File: config.mk
export PLATFORM = sky130hd
export DESIGN_NAME = descrambler_flat
export DESIGN_NICKNAME = d
export VERILOG_FILES = /design/src/rtl/descrambler_if.sv /design/src/rtl/descrambler.sv /design/src/flat_wrapper.sv
export SDC_FILE = /design/constraint.sdc
export NUM_CORES = 1
export LEC_CHECK = 0
export BUFFER_PORTS_ARGS = -buffer_cell sky130_fd_sc_hd__buf_2
export CORE_MARGIN = 5
export CORE_UTILIZATION = 55
export DETAILED_ROUTE_END_ITERATION = 12
export HOLD_SLACK_MARGIN = 0.03
export PLACE_DENSITY_LB_ADDON = 0.1
export SYNTH_ARGS = -nofsm -noshare
export SYNTH_HDL_FRONTEND = slang
export SYNTH_SLANG_ARGS = --single-unit
File: constraint.sdc
create_clock -name USER_CLK -period 3.15 [get_ports USER_CLK]
set_input_delay 0 -clock USER_CLK [delete_from_list [all_inputs] [get_ports USER_CLK]]
set_output_delay 0 -clock USER_CLK [all_outputs]
set_load 0.02 [all_outputs]
File: src/rtl/descrambler_if.sv
// RX lane word bus between the block aligner and the descrambler, plus descrambler status outputs.
// slave: descrambler side; master: upstream driver / observer side.
interface descrambler_if #(
    parameter int W = 64
);
    logic [W-1:0] DATA_IN;
    logic [1:0]   HEADER_IN;
    logic         DATA_IN_VALID;
    logic         PASSTHROUGH;
    logic [W-1:0] DATA_OUT;
    logic [1:0]   HEADER_OUT;
    logic         DATA_OUT_VALID;
    logic         CTRL_WORD_OUT;
    logic         STATE_MISMATCH;
    logic         SCRAMBLER_LOCKED;

    modport slave (
        input  DATA_IN, HEADER_IN, DATA_IN_VALID, PASSTHROUGH,
        output DATA_OUT, HEADER_OUT, DATA_OUT_VALID, CTRL_WORD_OUT, STATE_MISMATCH, SCRAMBLER_LOCKED
    );

    modport master (
        output DATA_IN, HEADER_IN, DATA_IN_VALID, PASSTHROUGH,
        input  DATA_OUT, HEADER_OUT, DATA_OUT_VALID, CTRL_WORD_OUT, STATE_MISMATCH, SCRAMBLER_LOCKED
    );
endinterface

File: src/rtl/descrambler.sv
// x^58+x^39+1 self-synchronous descrambler with sync/state word passthrough and lock tracking; 1-cycle latency.
// No backpressure: a word may arrive every cycle and is always accepted.
module descrambler #(
    parameter int          RX_DATA_WIDTH = 64,
    parameter logic [63:0] SYNC_WORD     = 64'h78f678f678f678f6,
    parameter int          LOCK_COUNT    = 4,
    parameter int          LOSS_COUNT    = 3
) (
    input  logic         USER_CLK,
    input  logic         SYSTEM_RESET_N,
    descrambler_if.slave bus
);
    typedef enum logic {HUNT = 1'b0, LOCKED = 1'b1} lock_state_t;

    localparam logic [4:0] LOCK_TGT     = 5'(LOCK_COUNT);
    localparam logic [4:0] LOSS_TGT     = 5'(LOSS_COUNT);
    localparam logic [5:0] STATE_PREFIX = 6'b001010;

    lock_state_t              r_state, w_state_nxt;
    logic [57:0]              r_s, w_s_nxt, w_desc_s;
    logic                     r_expect, w_expect_nxt;
    logic [3:0]               r_good, w_good_nxt, r_bad, w_bad_nxt;
    logic [3:0]               w_good_sat, w_bad_sat;
    logic [4:0]               w_good_inc, w_bad_inc;
    logic [RX_DATA_WIDTH-1:0] r_data, w_data_nxt, w_desc_data;
    logic [1:0]               r_hdr;
    logic                     r_vld, r_ctrl, w_ctrl_nxt, r_mm, w_mm_nxt;
    logic                     w_is_sync, w_pass;

    assign w_is_sync  = (bus.DATA_IN == SYNC_WORD) && (bus.HEADER_IN == 2'b10);
    assign w_pass     = (bus.DATA_IN[63:58] == STATE_PREFIX) && (bus.DATA_IN[57:0] == r_s);
    assign w_good_inc = {1'b0, r_good} + 5'd1;
    assign w_bad_inc  = {1'b0, r_bad} + 5'd1;
    assign w_good_sat = (r_good == 4'hF) ? r_good : w_good_inc[3:0];
    assign w_bad_sat  = (r_bad == 4'hF) ? r_bad : w_bad_inc[3:0];

    // Bit 0 is first on the wire; the received (scrambled) bit feeds the shift register.
    always_comb begin : descramble
        logic [57:0] v_s;
        v_s         = r_s;
        w_desc_data = '0;
        for (int i = 0; i < RX_DATA_WIDTH; i++) begin
            w_desc_data[i] = bus.DATA_IN[i] ^ v_s[38] ^ v_s[57];
            v_s            = {v_s[56:0], bus.DATA_IN[i]};
        end
        w_desc_s = v_s;
    end

    always_comb begin : next_state
        w_state_nxt  = r_state;
        w_s_nxt      = r_s;
        w_expect_nxt = r_expect;
        w_good_nxt   = r_good;
        w_bad_nxt    = r_bad;
        w_data_nxt   = r_data;
        w_ctrl_nxt   = 1'b0;
        w_mm_nxt     = 1'b0;
        if (bus.PASSTHROUGH) begin
            w_data_nxt   = bus.DATA_IN;
            w_s_nxt      = '1;
            w_expect_nxt = 1'b0;
            w_state_nxt  = HUNT;
            w_good_nxt   = '0;
            w_bad_nxt    = '0;
        end else if (bus.DATA_IN_VALID) begin
            if (r_expect) begin
                // State word: S is reloaded even on a failed check so the next period can resync.
                w_data_nxt   = bus.DATA_IN;
                w_ctrl_nxt   = 1'b1;
                w_mm_nxt     = ~w_pass;
                w_s_nxt      = bus.DATA_IN[57:0];
                w_expect_nxt = 1'b0;
                case (r_state)
                    HUNT: begin
                        if (w_pass) begin
                            w_good_nxt = w_good_sat;
                            if (w_good_inc == LOCK_TGT) begin
                                w_state_nxt = LOCKED;
                                w_bad_nxt   = '0;
                            end
                        end else begin
                            w_good_nxt = '0;
                        end
                    end
                    LOCKED: begin
                        if (w_pass) begin
                            w_bad_nxt = '0;
                        end else begin
                            w_bad_nxt = w_bad_sat;
                            if (w_bad_inc == LOSS_TGT) begin
                                w_state_nxt = HUNT;
                                w_good_nxt  = '0;
                            end
                        end
                    end
                    default: w_state_nxt = HUNT;
                endcase
            end else if (w_is_sync) begin
                w_data_nxt   = bus.DATA_IN;
                w_ctrl_nxt   = 1'b1;
                w_expect_nxt = 1'b1;
            end else begin
                w_data_nxt = w_desc_data;
                w_s_nxt    = w_desc_s;
            end
        end
    end

    always_ff @(posedge USER_CLK or negedge SYSTEM_RESET_N) begin
        if (!SYSTEM_RESET_N) begin
            r_state <= HUNT;
            r_good  <= '0;
            r_bad   <= '0;
        end else begin
            r_state <= w_state_nxt;
            r_good  <= w_good_nxt;
            r_bad   <= w_bad_nxt;
        end
    end

    always_ff @(posedge USER_CLK or negedge SYSTEM_RESET_N) begin
        if (!SYSTEM_RESET_N) begin
            r_s      <= '1;
            r_expect <= 1'b0;
            r_data   <= '0;
            r_hdr    <= 2'b00;
            r_vld    <= 1'b0;
            r_ctrl   <= 1'b0;
            r_mm     <= 1'b0;
        end else begin
            r_s      <= w_s_nxt;
            r_expect <= w_expect_nxt;
            r_data   <= w_data_nxt;
            r_hdr    <= bus.HEADER_IN;
            r_vld    <= bus.DATA_IN_VALID;
            r_ctrl   <= w_ctrl_nxt;
            r_mm     <= w_mm_nxt;
        end
    end

    assign bus.DATA_OUT         = r_data;
    assign bus.HEADER_OUT       = r_hdr;
    assign bus.DATA_OUT_VALID   = r_vld;
    assign bus.CTRL_WORD_OUT    = r_ctrl;
    assign bus.STATE_MISMATCH   = r_mm;
    assign bus.SCRAMBLER_LOCKED = (r_state == LOCKED);
endmodule

File: src/flat_wrapper.sv
// flat-port wrapper written by rule: the top's interface ports become plain ports
module descrambler_flat 
#(
    parameter int          RX_DATA_WIDTH = 64,
    parameter logic [63:0] SYNC_WORD     = 64'h78f678f678f678f6,
    parameter int          LOCK_COUNT    = 4,
    parameter int          LOSS_COUNT    = 3
)
  (USER_CLK, SYSTEM_RESET_N, bus_DATA_IN, bus_HEADER_IN, bus_DATA_IN_VALID, bus_PASSTHROUGH, bus_DATA_OUT, bus_HEADER_OUT, bus_DATA_OUT_VALID, bus_CTRL_WORD_OUT, bus_STATE_MISMATCH, bus_SCRAMBLER_LOCKED);
  descrambler_if #(.W(64)) bus_i ();
  input  logic USER_CLK;
  input  logic SYSTEM_RESET_N;
  input wire logic [$bits(bus_i.DATA_IN)-1:0] bus_DATA_IN;
  input wire logic [$bits(bus_i.HEADER_IN)-1:0] bus_HEADER_IN;
  input wire logic [$bits(bus_i.DATA_IN_VALID)-1:0] bus_DATA_IN_VALID;
  input wire logic [$bits(bus_i.PASSTHROUGH)-1:0] bus_PASSTHROUGH;
  output wire logic [$bits(bus_i.DATA_OUT)-1:0] bus_DATA_OUT;
  output wire logic [$bits(bus_i.HEADER_OUT)-1:0] bus_HEADER_OUT;
  output wire logic [$bits(bus_i.DATA_OUT_VALID)-1:0] bus_DATA_OUT_VALID;
  output wire logic [$bits(bus_i.CTRL_WORD_OUT)-1:0] bus_CTRL_WORD_OUT;
  output wire logic [$bits(bus_i.STATE_MISMATCH)-1:0] bus_STATE_MISMATCH;
  output wire logic [$bits(bus_i.SCRAMBLER_LOCKED)-1:0] bus_SCRAMBLER_LOCKED;
  assign bus_i.DATA_IN = bus_DATA_IN;
  assign bus_i.HEADER_IN = bus_HEADER_IN;
  assign bus_i.DATA_IN_VALID = bus_DATA_IN_VALID;
  assign bus_i.PASSTHROUGH = bus_PASSTHROUGH;
  assign bus_DATA_OUT = bus_i.DATA_OUT;
  assign bus_HEADER_OUT = bus_i.HEADER_OUT;
  assign bus_DATA_OUT_VALID = bus_i.DATA_OUT_VALID;
  assign bus_CTRL_WORD_OUT = bus_i.CTRL_WORD_OUT;
  assign bus_STATE_MISMATCH = bus_i.STATE_MISMATCH;
  assign bus_SCRAMBLER_LOCKED = bus_i.SCRAMBLER_LOCKED;
  descrambler #(.RX_DATA_WIDTH(RX_DATA_WIDTH), .SYNC_WORD(SYNC_WORD), .LOCK_COUNT(LOCK_COUNT), .LOSS_COUNT(LOSS_COUNT)) u_core (.USER_CLK(USER_CLK), .SYSTEM_RESET_N(SYSTEM_RESET_N), .bus(bus_i));
endmodule
==> results of run 1 <==
[area by class of cell]
| type | count | area [um2] | area share [%] |
|---|---|---|---|
| multi-input cells | 685 | 4480 | 42.7 |
| repair buffers | 237 | 1710 | 16.2 |
| clock buffers | 24 | 482 | 4.59 |
| clock inverters | 8 | 72.6 | 0.691 |
| well taps | 188 | 235 | 2.24 |
| inverters | 5 | 18.8 | 0.179 |
| flip-flops and latches | 137 | 3500 | 33.4 |
[what timing repair did]
action / 4_1_cts / 5_1_grt
endpoints found under the setup margin: 0 / 0
hold endpoints to repair: 149 / 0
hold buffers: 87 / 0
[where the power goes]
part / internal, mW / switching (mW)
Combinational: 0.542 / 0.765
Sequential: 2.00 / 0.172
Clock: 1.14 / 0.767
[cell families after synthesis]
| kind of cell | synth area share, % |
|---|---|
| multiplexers | 7.11 |
| adder cells (fa/ha/maj) | 0.452 |
| XOR/XNOR | 19.5 |
| buffers and inverters | 4.08 |
| AO/OA/AOI/OAI | 10.8 |
| AND/OR/NAND/NOR | 15.9 |
| flip-flops | 42.1 |
[worst max-delay path, stage by stage]
cell and delay [ns]:
dlygate4sd3_1 0.54, buf_2 0.17, nor4b_1 0.37, nand3_1 0.19
or4_4 0.61, o311ai_4 0.32, buf_12 0.30, nor2_1 0.11
xnor2_1 0.32, o21ai_1 0.10
[layout by cell type, fill, tap and decap left out, types with 5 or more instances in the layout]
| cell | n |
|---|---|
| nor2_1 | 133 |
| buf_2 | 138 |
| xnor2_1 | 185 |
| a21oi_1 | 6 |
| a31oi_1 | 58 |
| o21ai_0 | 7 |
| nand3_1 | 12 |
| inv_1 | 5 |
| dfstp_2 | 58 |
| o21ai_1 | 60 |
| nand2_1 | 76 |
| mux2i_1 | 59 |
| dfrtp_1 | 78 |
| dlygate4sd3_1 | 87 |
| clkbuf_16 | 17 |
| nand4_1 | 31 |
| buf_4 | 7 |
| nor4_1 | 8 |
[cell usage after synthesis, drive strengths merged (5+ instances only)]
master and instances:
nand2 76, clkbuf 61, a21oi 6, inv 5, nor2 134, dfrtp 79, o21ai 68, nand4 31
a31oi 58, mux2i 59, buf 11, xnor2 185, dfstp 58, nor4 8, nor3 5, nand3 12
[state kept, by name, summed over array words and instances, names as in the netlist]
name / flops
u_core.bus.SCRAMBLER_LOCKED: 1
u_core.r_bad: 4
u_core.bus.CTRL_WORD_OUT: 1
u_core.r_s: 58
u_core.r_expect: 1
u_core.bus.STATE_MISMATCH: 1
u_core.bus.DATA_OUT: 64
u_core.r_good: 4
u_core.bus.HEADER_OUT: 2
u_core.bus.DATA_OUT_VALID: 1
[routing by layer]
metal / up-vias / global-route usage (%)
li1: 3440 / -
met1: 3576 / 40.1
met2: 313 / 49.8
met3: 71 / 5.44
met4: 0 / 13.3
met5: - / 0
[worst min path at each step]
stage / slack, ns / end / start / depth (start not counted)
after floorplan: -0.30 / u_core.bus.CTRL_WORD_OUT / SYSTEM_RESET_N / 0
after global placement: 0.09 / u_core.bus.DATA_OUT[61] / SYSTEM_RESET_N / 1
after detailed placement: 0.09 / u_core.bus.DATA_OUT[58] / SYSTEM_RESET_N / 1
after CTS: 0.20 / u_core.bus.DATA_OUT[58] / SYSTEM_RESET_N / 2
after global routing: 0.24 / u_core.bus.DATA_OUT[58] / SYSTEM_RESET_N / 2
final: 0.18 / u_core.bus.DATA_OUT[58] / SYSTEM_RESET_N / 2
==> results.md, run 1 <==
* Ant diodes at 0
* Clk buf depth at 2
* IO Port Bufs at 139
* Setup WS pre-CTS at 0.593 ns
* Syn nets at 972
* Clock root buffer: clkbuf_16
* Dpl cell area at about 9000 um2
* Setup TNS at 0 ns
* Area contributors post-synth: dfrtp_1 24%, xnor2_1 20%, dfstp_2 18%, mux2i_1 7.1%, nor2_1 6.1%
* FILL cells at around 1200
* Final Cell Area at 10500 um2
* CTS tree: built
* Total GRT Usage at 30.6%
* Core ar. at around 15000 um2
* Top cell type's share of synthesized area at a little under a quarter
* Post-Synthesis Mean Instance Area at a little over 9 um2
* Mapped cell area at 8310 um2
* WP data arrival at 3.08 ns
* Placed cells at 1165
* Hold Slack at 0.180 ns
* Pwr Density at 513 nW/um2
* Reg-to-reg slack, setup at 0.67 ns
* CTS Buf Count at 17
* Syn Inst Count at 899
* Max_slew headroom at 35.0%
* Max-cap violations at 0
* Capturing point of the worst reg2reg path: u_core.r_bad[2]
* Peak VDD IR at 0.000339 V
* R2r startpoint: u_core.r_s[0]
* GP Congestion at 0.933
* Clk_lat worst skew at 0.43 ns
* Largest fanout on the critical path at 64
* DRT antenna net count at 0
* Top sig layer: met4
* Crit Path Class: input pin to flop
* Final min period at between 2 and 3 ns
* Top_reg_cell synth: dfrtp_1
* Fraction of layout instances using a drive strength above 1 at between 20 and 25%
* # clock sinks at between 100 and 150
* Hold Path Class: input pin to async pin
* Die area at 17700 um2
* Layout Area Growth over Synthesis at 26.4%
* # Post-CTS Setup Buffers at 0
* Wl on met1 at between 10000 and 15000 um
* First-pass GRT wire length at 41900 um
* Worst Reg-to-Reg Cells at 7
* GRT overflow at 0
* Seq cells post-synth at between 100 and 150
* Routed WL per cell at around 21 um
* Leading area contributor after synthesis: dfrtp_1
* Max H-tree Level at 4
* Post-layout total power at approximately 5.4 mW
* Detailed-route DRC error count at 0
* Nets at 1156
* Period utilization at 88.5%
* Post-CTS sizing at 0
* Fin. Hold Viols at 0
* Drt pass-1 iters at 6
* Vias in the first global route at between 7000 and 8000
* Unrepaired setup endpoints after global routing: no
* Final core occ at about 70%
* Post-synth cell types at 47
* Die Ht at 133 um
* Routed length on met3 at between 1500 and 2000 um
* Final Max Slew Viols at 0
* Worst endpoint required time at 3.44 ns
* Post-synth EDFFs at 0
* Leak at 4.12 nW
* Setup WS post-layout at 0.362 ns
* Critical Path End Type: flop
* Crit path from: bus_DATA_IN[41]
* Die Width at 133 um
* Fmax at 359 MHz
* DP Wirelength at 18900 um
* Initial antenna violation count at 0
* Post-synth ARST share at 100%
* Outcome: finished clean
* Drt total wl at 27000 um
* Initial detailed-routing violation count at 584
* Vias per inst at just under 6
* Initial cell density of the core at 55.3%
* Clock slew seen by the registers of the worst setup and hold paths at around 0.06 ns
* Metal2 WL at 12700 um
* Non-Filler Instances at around 1300
* Post-synthesis sequential area ratio at a little over two fifths
* Startpoint Class: input pin
* Synth warn at 0
* CP Capture Point: u_core.bus.DATA_OUT[9]
* Routed via count at 7400
* Largest net degree at the start of global routing at 130
* # setup viols final at 0
* Rows at 45
* Least-Margin Pin Slew at a little under 1 ns
* Top Ports at 140
* Clk_skew at 0.00660 ns
(Power assumes the default switching activity.)
==> inputs of run 2 (changes only) <==
REMOVE_ABC_BUFFERS = 1   (was not set)
==> results.md, run 2 (same netlist as run 1, synthesis figures left out) <==
* Outcome: finished clean
* DRT antenna net count at 0 (unchanged)
* Clk buf depth at 2 (unchanged)
* Initial cell density of the core at 55.3% (unchanged)
* Clock root buffer: clkbuf_16
* Fin. Hold Viols at 0 (unchanged)
* Worst hold start: bus_DATA_IN[21]
* Drt total wl at 25400 um (-5.9%)
* Routed via count at 7356 (-0.59%)
* Final min period at 2.72 ns (-0.0666 ns)
* Vias per inst at 5.73 (-0.52%)
* Worst Reg-to-Reg Cells at 7 (unchanged)
* DP Wirelength at 17400 um (-7.8%)
* Total GRT Usage at 28.8% (-1.8 points)
* IO Port Bufs at 139 (unchanged)
* Hold path depth at 3
* Routed WL per cell at 19.8 um (-5.9%)
* Reg-to-reg slack, setup at 0.58 ns (-0.09 ns)
* Startpoint Class: input pin
* Initial antenna violation count at 0 (unchanged)
* Capturing point of the worst reg2reg path: u_core.r_bad[1]
* CP max stage delay at 0.57 ns (-0.04 ns)
* Detailed-route DRC error count at 0 (unchanged)
* Die area at 17700 um2 (unchanged)
* # clock sinks at 137 (unchanged)
* Fraction of layout instances using a drive strength above 1 at 22.8% (+0.57 points)
* Least-Margin Pin Slew at 0.701 ns (-0.269 ns)
* Critical Path End Type: flop
* Worst-path cell chain: dlygate4sd3_1 -> buf_2 -> or4b_1 -> or4_4 -> nor3_2 -> o21ai_4 -> buf_4 -> nor2_1 -> a31oi_1
* Hold Slack at 0.0456 ns (-0.135 ns)
* Most frequent cells in the layout: 185 x xnor2_1, 138 x buf_2, 133 x nor2_1, 83 x dlygate4sd3_1, 78 x dfrtp_1
* # Post-CTS Setup Buffers at 0 (unchanged)
* CTS Buf Count at 17 (unchanged)
* Clk_skew at 0.00833 ns (+0.00173 ns)
* CTS tree: built
* Slowest cell on crit path: or4b_1
* WP data arrival at 3.03 ns (-0.05 ns)
* Leak at 4.16 nW (+0.95%)
* Post-layout total power at 5.66 mW (+5.1%)
* Max reg flops at 64 (unchanged)
* GRT overflow at 0 (unchanged)
* Max_slew headroom at 53.3% (+18 points)
* Ant diodes at 0 (unchanged)
* Hold Path Class: input pin to flop
* Core ar. at 15000 um2 (unchanged)
* Layout Area Growth over Synthesis at 27.1%
* Fmax at 367 MHz (+2.4%)
* # setup viols final at 0 (unchanged)
* Rows at 45 (unchanged)
* Die Width at 133 um (unchanged)
* Endpoint, Worst Hold: u_core.bus.DATA_OUT[21]
* Largest fanout on the critical path at 46 (-28%)
* Commonest non-fill, non-tap cell in the layout: xnor2_1
* First-pass GRT wire length at 40000 um (-4.6%)
* Peak VDD IR at 0.000347 V (+2.4%)
* Top Ports at 140 (unchanged)
* Vias in the first global route at 7213 (-0.82%)
* Die Ht at 133 um (unchanged)
* Largest net degree at the start of global routing at 74 (-43%)
* Max H-tree Level at 4 (unchanged)
* Period utilization at 86.4% (-2.1 points)
* Clock slew seen by the registers of the worst setup and hold paths at 0.06 ns (about the same)
* GP Congestion at 0.974 (+4.4%)
* Worst endpoint required time at 3.46 ns (+0.02 ns)
* Final Max Slew Viols at 0 (unchanged)
* Final core occ at 70.2% (+0.38 points)
* R2r startpoint: u_core.r_s[0]
* Max-cap violations at 0 (unchanged)
* FILL cells at 1238 (+2.3%)
* Initial detailed-routing violation count at 538 (-7.9%)
* Cts hold-fix bufs at 83 (-4.6%)
* Drt pass-1 iters at 5 (-1)
* Crit Path Class: input pin to flop
* Nets at 1155 (-0.087%)
* Unrepaired setup endpoints after global routing: no
* Pwr Density at 536 nW/um2 (+4.6%)
* Clk_lat worst skew at 0.43 ns (about the same)
* Post-CTS sizing at 0 (unchanged)
## run 2: cell types whose count changed in the layout (fill, tap and decap cells not counted), sizes merged
cell | before | now
clkbuf | 24 | 20
dlygate4sd3 | 87 | 83
bufinv | 1 | 5
buf | 150 | 153
clkinvlp | 3 | 1
clkinv | 4 | 6
## run 2: layout make-up
cell class              count  area, um2  share of cell area (%)
clock buffers              20        457                    4.33
inverters                   5       18.8                   0.178
clock inverters            12        195                    1.85
well taps                 188        235                    2.23
flip-flops and latches    137       3500                    33.2
multi-input cells         685       4480                    42.5
repair buffers            236       1660                    15.8
## run 2: layer usage
layer	track usage [%]	part of all wire [%]	vias to the layer above
met5	0	0	-
met4	9.53	2.8	0
met3	5.06	5.7	51
met2	47.5	48	298
met1	38.5	43	3569
li1	-	-	3438
## run 2: critical path, delay by kind of cell
family,cells,cell delay (ns)
AND/OR/NAND/NOR,4,1.63
buffers and inverters,3,1.06
AO/OA/AOI/OAI,2,0.31
## run 2: stage by stage
| stage | area [um2] | instances | worst slack, ns | setup TNS, ns |
|---|---|---|---|---|
| detailed placement | 9070 | 1168 | 0.590 | 0 |
| finish | 10600 | 1283 | 0.429 | 0 |
| floorplan | 7990 | 827 | -4.12 | -324.59 |
| CTS | 10600 | 1283 | 0.459 | 0 |
| global route | 10600 | 1283 | 0.296 | 0 |
| global placement | 9070 | 1168 | 0.589 | 0 |
## run 2: power by group
| group | switching (mW) | leakage (nW) | internal (mW) | total, mW |
|---|---|---|---|---|
| clock network | 0.773 | 0.320 | 1.44 | 2.22 |
| registers | 0.168 | 1.58 | 2.00 | 2.17 |
| logic | 0.742 | 2.27 | 0.538 | 1.28 |
## run 2: how the worst max path moves through the flow
stage | from | to | slack [ns] | depth (start not counted)
floorplan | bus_DATA_IN_VALID | u_core.r_s[0] | -4.12 | 3
global placement | u_core.r_s[25] | u_core.r_bad[2] | 0.59 | 7
detailed placement | bus_DATA_IN[42] | u_core.r_s[24] | 0.59 | 8
CTS | bus_DATA_IN[42] | u_core.r_s[27] | 0.46 | 8
global route | bus_DATA_IN[42] | u_core.r_s[13] | 0.30 | 9
finish | bus_DATA_IN[42] | u_core.r_s[13] | 0.43 | 9
==> inputs of run 3 (changes only) <==
==> constraint.sdc (replaced) <==
create_clock -name USER_CLK -period 3.15 [get_ports USER_CLK]
set_input_delay 0.945 -clock USER_CLK [delete_from_list [all_inputs] [get_ports USER_CLK]]
set_output_delay 0.945 -clock USER_CLK [all_outputs]
set_load 0.02 [all_outputs]
==> results.md, run 3 (same netlist as run 1, synthesis figures left out) <==
* Outcome: finished clean
* Nets at 1126 (-2.5%)
* R2r startpoint: u_core.r_s[12]
* Routed WL per cell at 20.0 um (+1.2%)
* Initial detailed-routing violation count at 592 (+10%)
* Unrepaired setup endpoints after global routing: no
* Clk_lat worst skew at 0.42 ns (about the same)
* DP Wirelength at 18600 um (+6.9%)
* Largest net degree at the start of global routing at 130 (+76%)
* Layout Area Growth over Synthesis at 21.2%
* Die area at 17700 um2 (unchanged)
* Core ar. at 15000 um2 (unchanged)
* Initial cell density of the core at 55.3% (unchanged)
* Rows at 45 (unchanged)
* Period utilization at 95.8% (+9.4 points)
* Reg-to-reg slack, setup at 0.60 ns (+0.02 ns)
* Leak at 4.04 nW (-2.8%)
* Least-Margin Pin Slew at 0.606 ns (-0.0948 ns)
* Routed length on met3 at 1530 um (+6.3%)
* Ant diodes at 0 (unchanged)
* Top sig layer: met4
* Fin. Hold Viols at 0 (unchanged)
* Clock root buffer: clkbuf_16
* Non-Filler Instances at 1253 (-2.3%)
* Metal2 WL at 11900 um (-3.0%)
* Peak VDD IR at 0.000371 V (+6.8%)
* CTS Buf Count at 17 (unchanged)
* Cts hold-fix bufs at 0 (-100%)
* Clk buf depth at 2 (unchanged)
* Startpoint Class: input pin
* GP Congestion at 0.943 (-3.2%)
* # Post-CTS Setup Buffers at 0 (unchanged)
* Vias per inst at 5.75 (+0.35%)
* Max-cap violations at 0 (unchanged)
* First-pass GRT wire length at 39400 um (-1.5%)
* Top Ports at 140 (unchanged)
* Clock slew seen by the registers of the worst setup and hold paths at 0.06 ns (about the same)
* GRT overflow at 0 (unchanged)
* Largest fanout on the critical path at 21 (-54%)
* Max H-tree Level at 4 (unchanged)
* Setup TNS at 0 ns (unchanged)
* DRT antenna net count at 0 (unchanged)
* Hold Path Class: input pin to async pin
* Capturing point of the worst reg2reg path: u_core.r_bad[1]
* Clk_skew at 0.00626 ns (-0.00207 ns)
* Drt pass-1 iters at 5 (unchanged)
* Worst Reg-to-Reg Cells at 8 (+1)
* Detailed-route DRC error count at 0 (unchanged)
* Final min period at 3.02 ns (+0.295 ns)
* WP data arrival at 3.29 ns (+0.26 ns)
* Initial antenna violation count at 0 (unchanged)
* CTS tree: built
* Drt total wl at 25100 um (-1.1%)
* Routed via count at 7209 (-2.0%)
* Placed cells at 1222 (+4.6%)
* Vias in the first global route at 7011 (-2.8%)
* Die Ht at 133 um (unchanged)
* Fraction of layout instances using a drive strength above 1 at 28.3% (+5.4 points)
* Commonest non-fill, non-tap cell in the layout: xnor2_1
* Final core occ at 67.0% (-3.2 points)
* # setup viols final at 0 (unchanged)
* Final Max Slew Viols at 0 (unchanged)
* IO Port Bufs at 139 (unchanged)
* Pwr Density at 529 nW/um2 (-1.3%)
* Most frequent cells in the layout: 185 x xnor2_1, 138 x buf_2, 133 x nor2_1, 78 x dfrtp_1, 76 x nand2_1
* Worst endpoint required time at 3.43 ns (-0.03 ns)
* Fmax at 332 MHz (-9.8%)
* Post-CTS sizing at 0 (unchanged)
* Die Width at 133 um (unchanged)
* Max_slew headroom at 59.6% (+6.3 points)
* # clock sinks at 137 (unchanged)
* Crit Path Class: input pin to flop
* Wl on met1 at 11000 um (+0.50%)
* Critical Path End Type: flop
* Max reg flops at 64 (unchanged)
* Total GRT Usage at 28.7% (-0.13 points)
[run 3: critical path, cell delays in order]
cell and delay [ns]:
buf_2 0.10, or4b_1 0.59, or4_4 0.59, o311ai_4 0.40
buf_6 0.27, nor2_1 0.10, xnor2_1 0.19, o21ai_1 0.10
[run 3: where the power goes]
part	switching [mW]	internal (mW)	total (mW)
clock network	0.762	1.14	1.90
registers	0.170	2.00	2.17
logic	0.736	0.526	1.26
total	1.67	3.66	5.33
[run 3: stage by stage]
step | power [mW] | cell area [um2] | hold WS (ns) | setup slack [ns]
finish | 5.33 | 10100 | 0.434 | 0.134
floorplan | 2.90 | 7990 | 0.501 | -5.07
global placement | 3.44 | 9520 | 0.460 | -0.239
CTS | 5.35 | 10100 | 0.440 | 0.0530
detailed placement | 3.45 | 9520 | 0.468 | -0.301
global route | 5.55 | 10100 | 0.455 | 0.0250
[run 3: metal layers]
layer  global-route usage (%)  vias up
li1                         -     3374
met1                     39.1     3539
met2                     45.5      249
met3                     5.59       47
met4                     10.5        0
met5                        0        -
[run 3: area by class of cell]
| cell class | count | area, um2 |
|---|---|---|
| repair buffers | 207 | 1280 |
| fillers | 1279 | 4960 |
| well taps | 188 | 235 |
| clock inverters | 8 | 71.3 |
| inverters | 5 | 18.8 |
| flip-flops and latches | 137 | 3500 |
| multi-input cells | 685 | 4480 |
| clock buffers | 23 | 478 |
[run 3: how the worst max path moves through the flow]
stage / startpoint / end / slack [ns] / cells after the start
after floorplan: bus_DATA_IN_VALID / u_core.r_s[0] / -5.07 / 3
after global placement: bus_DATA_IN[42] / u_core.bus.DATA_OUT[45] / -0.24 / 8
after detailed placement: bus_DATA_IN[42] / u_core.bus.DATA_OUT[16] / -0.30 / 8
after CTS: bus_DATA_IN[42] / u_core.bus.DATA_OUT[16] / 0.05 / 8
after global routing: bus_DATA_IN[42] / u_core.bus.DATA_OUT[16] / 0.02 / 8
final: bus_DATA_IN[42] / u_core.bus.DATA_OUT[16] / 0.13 / 8
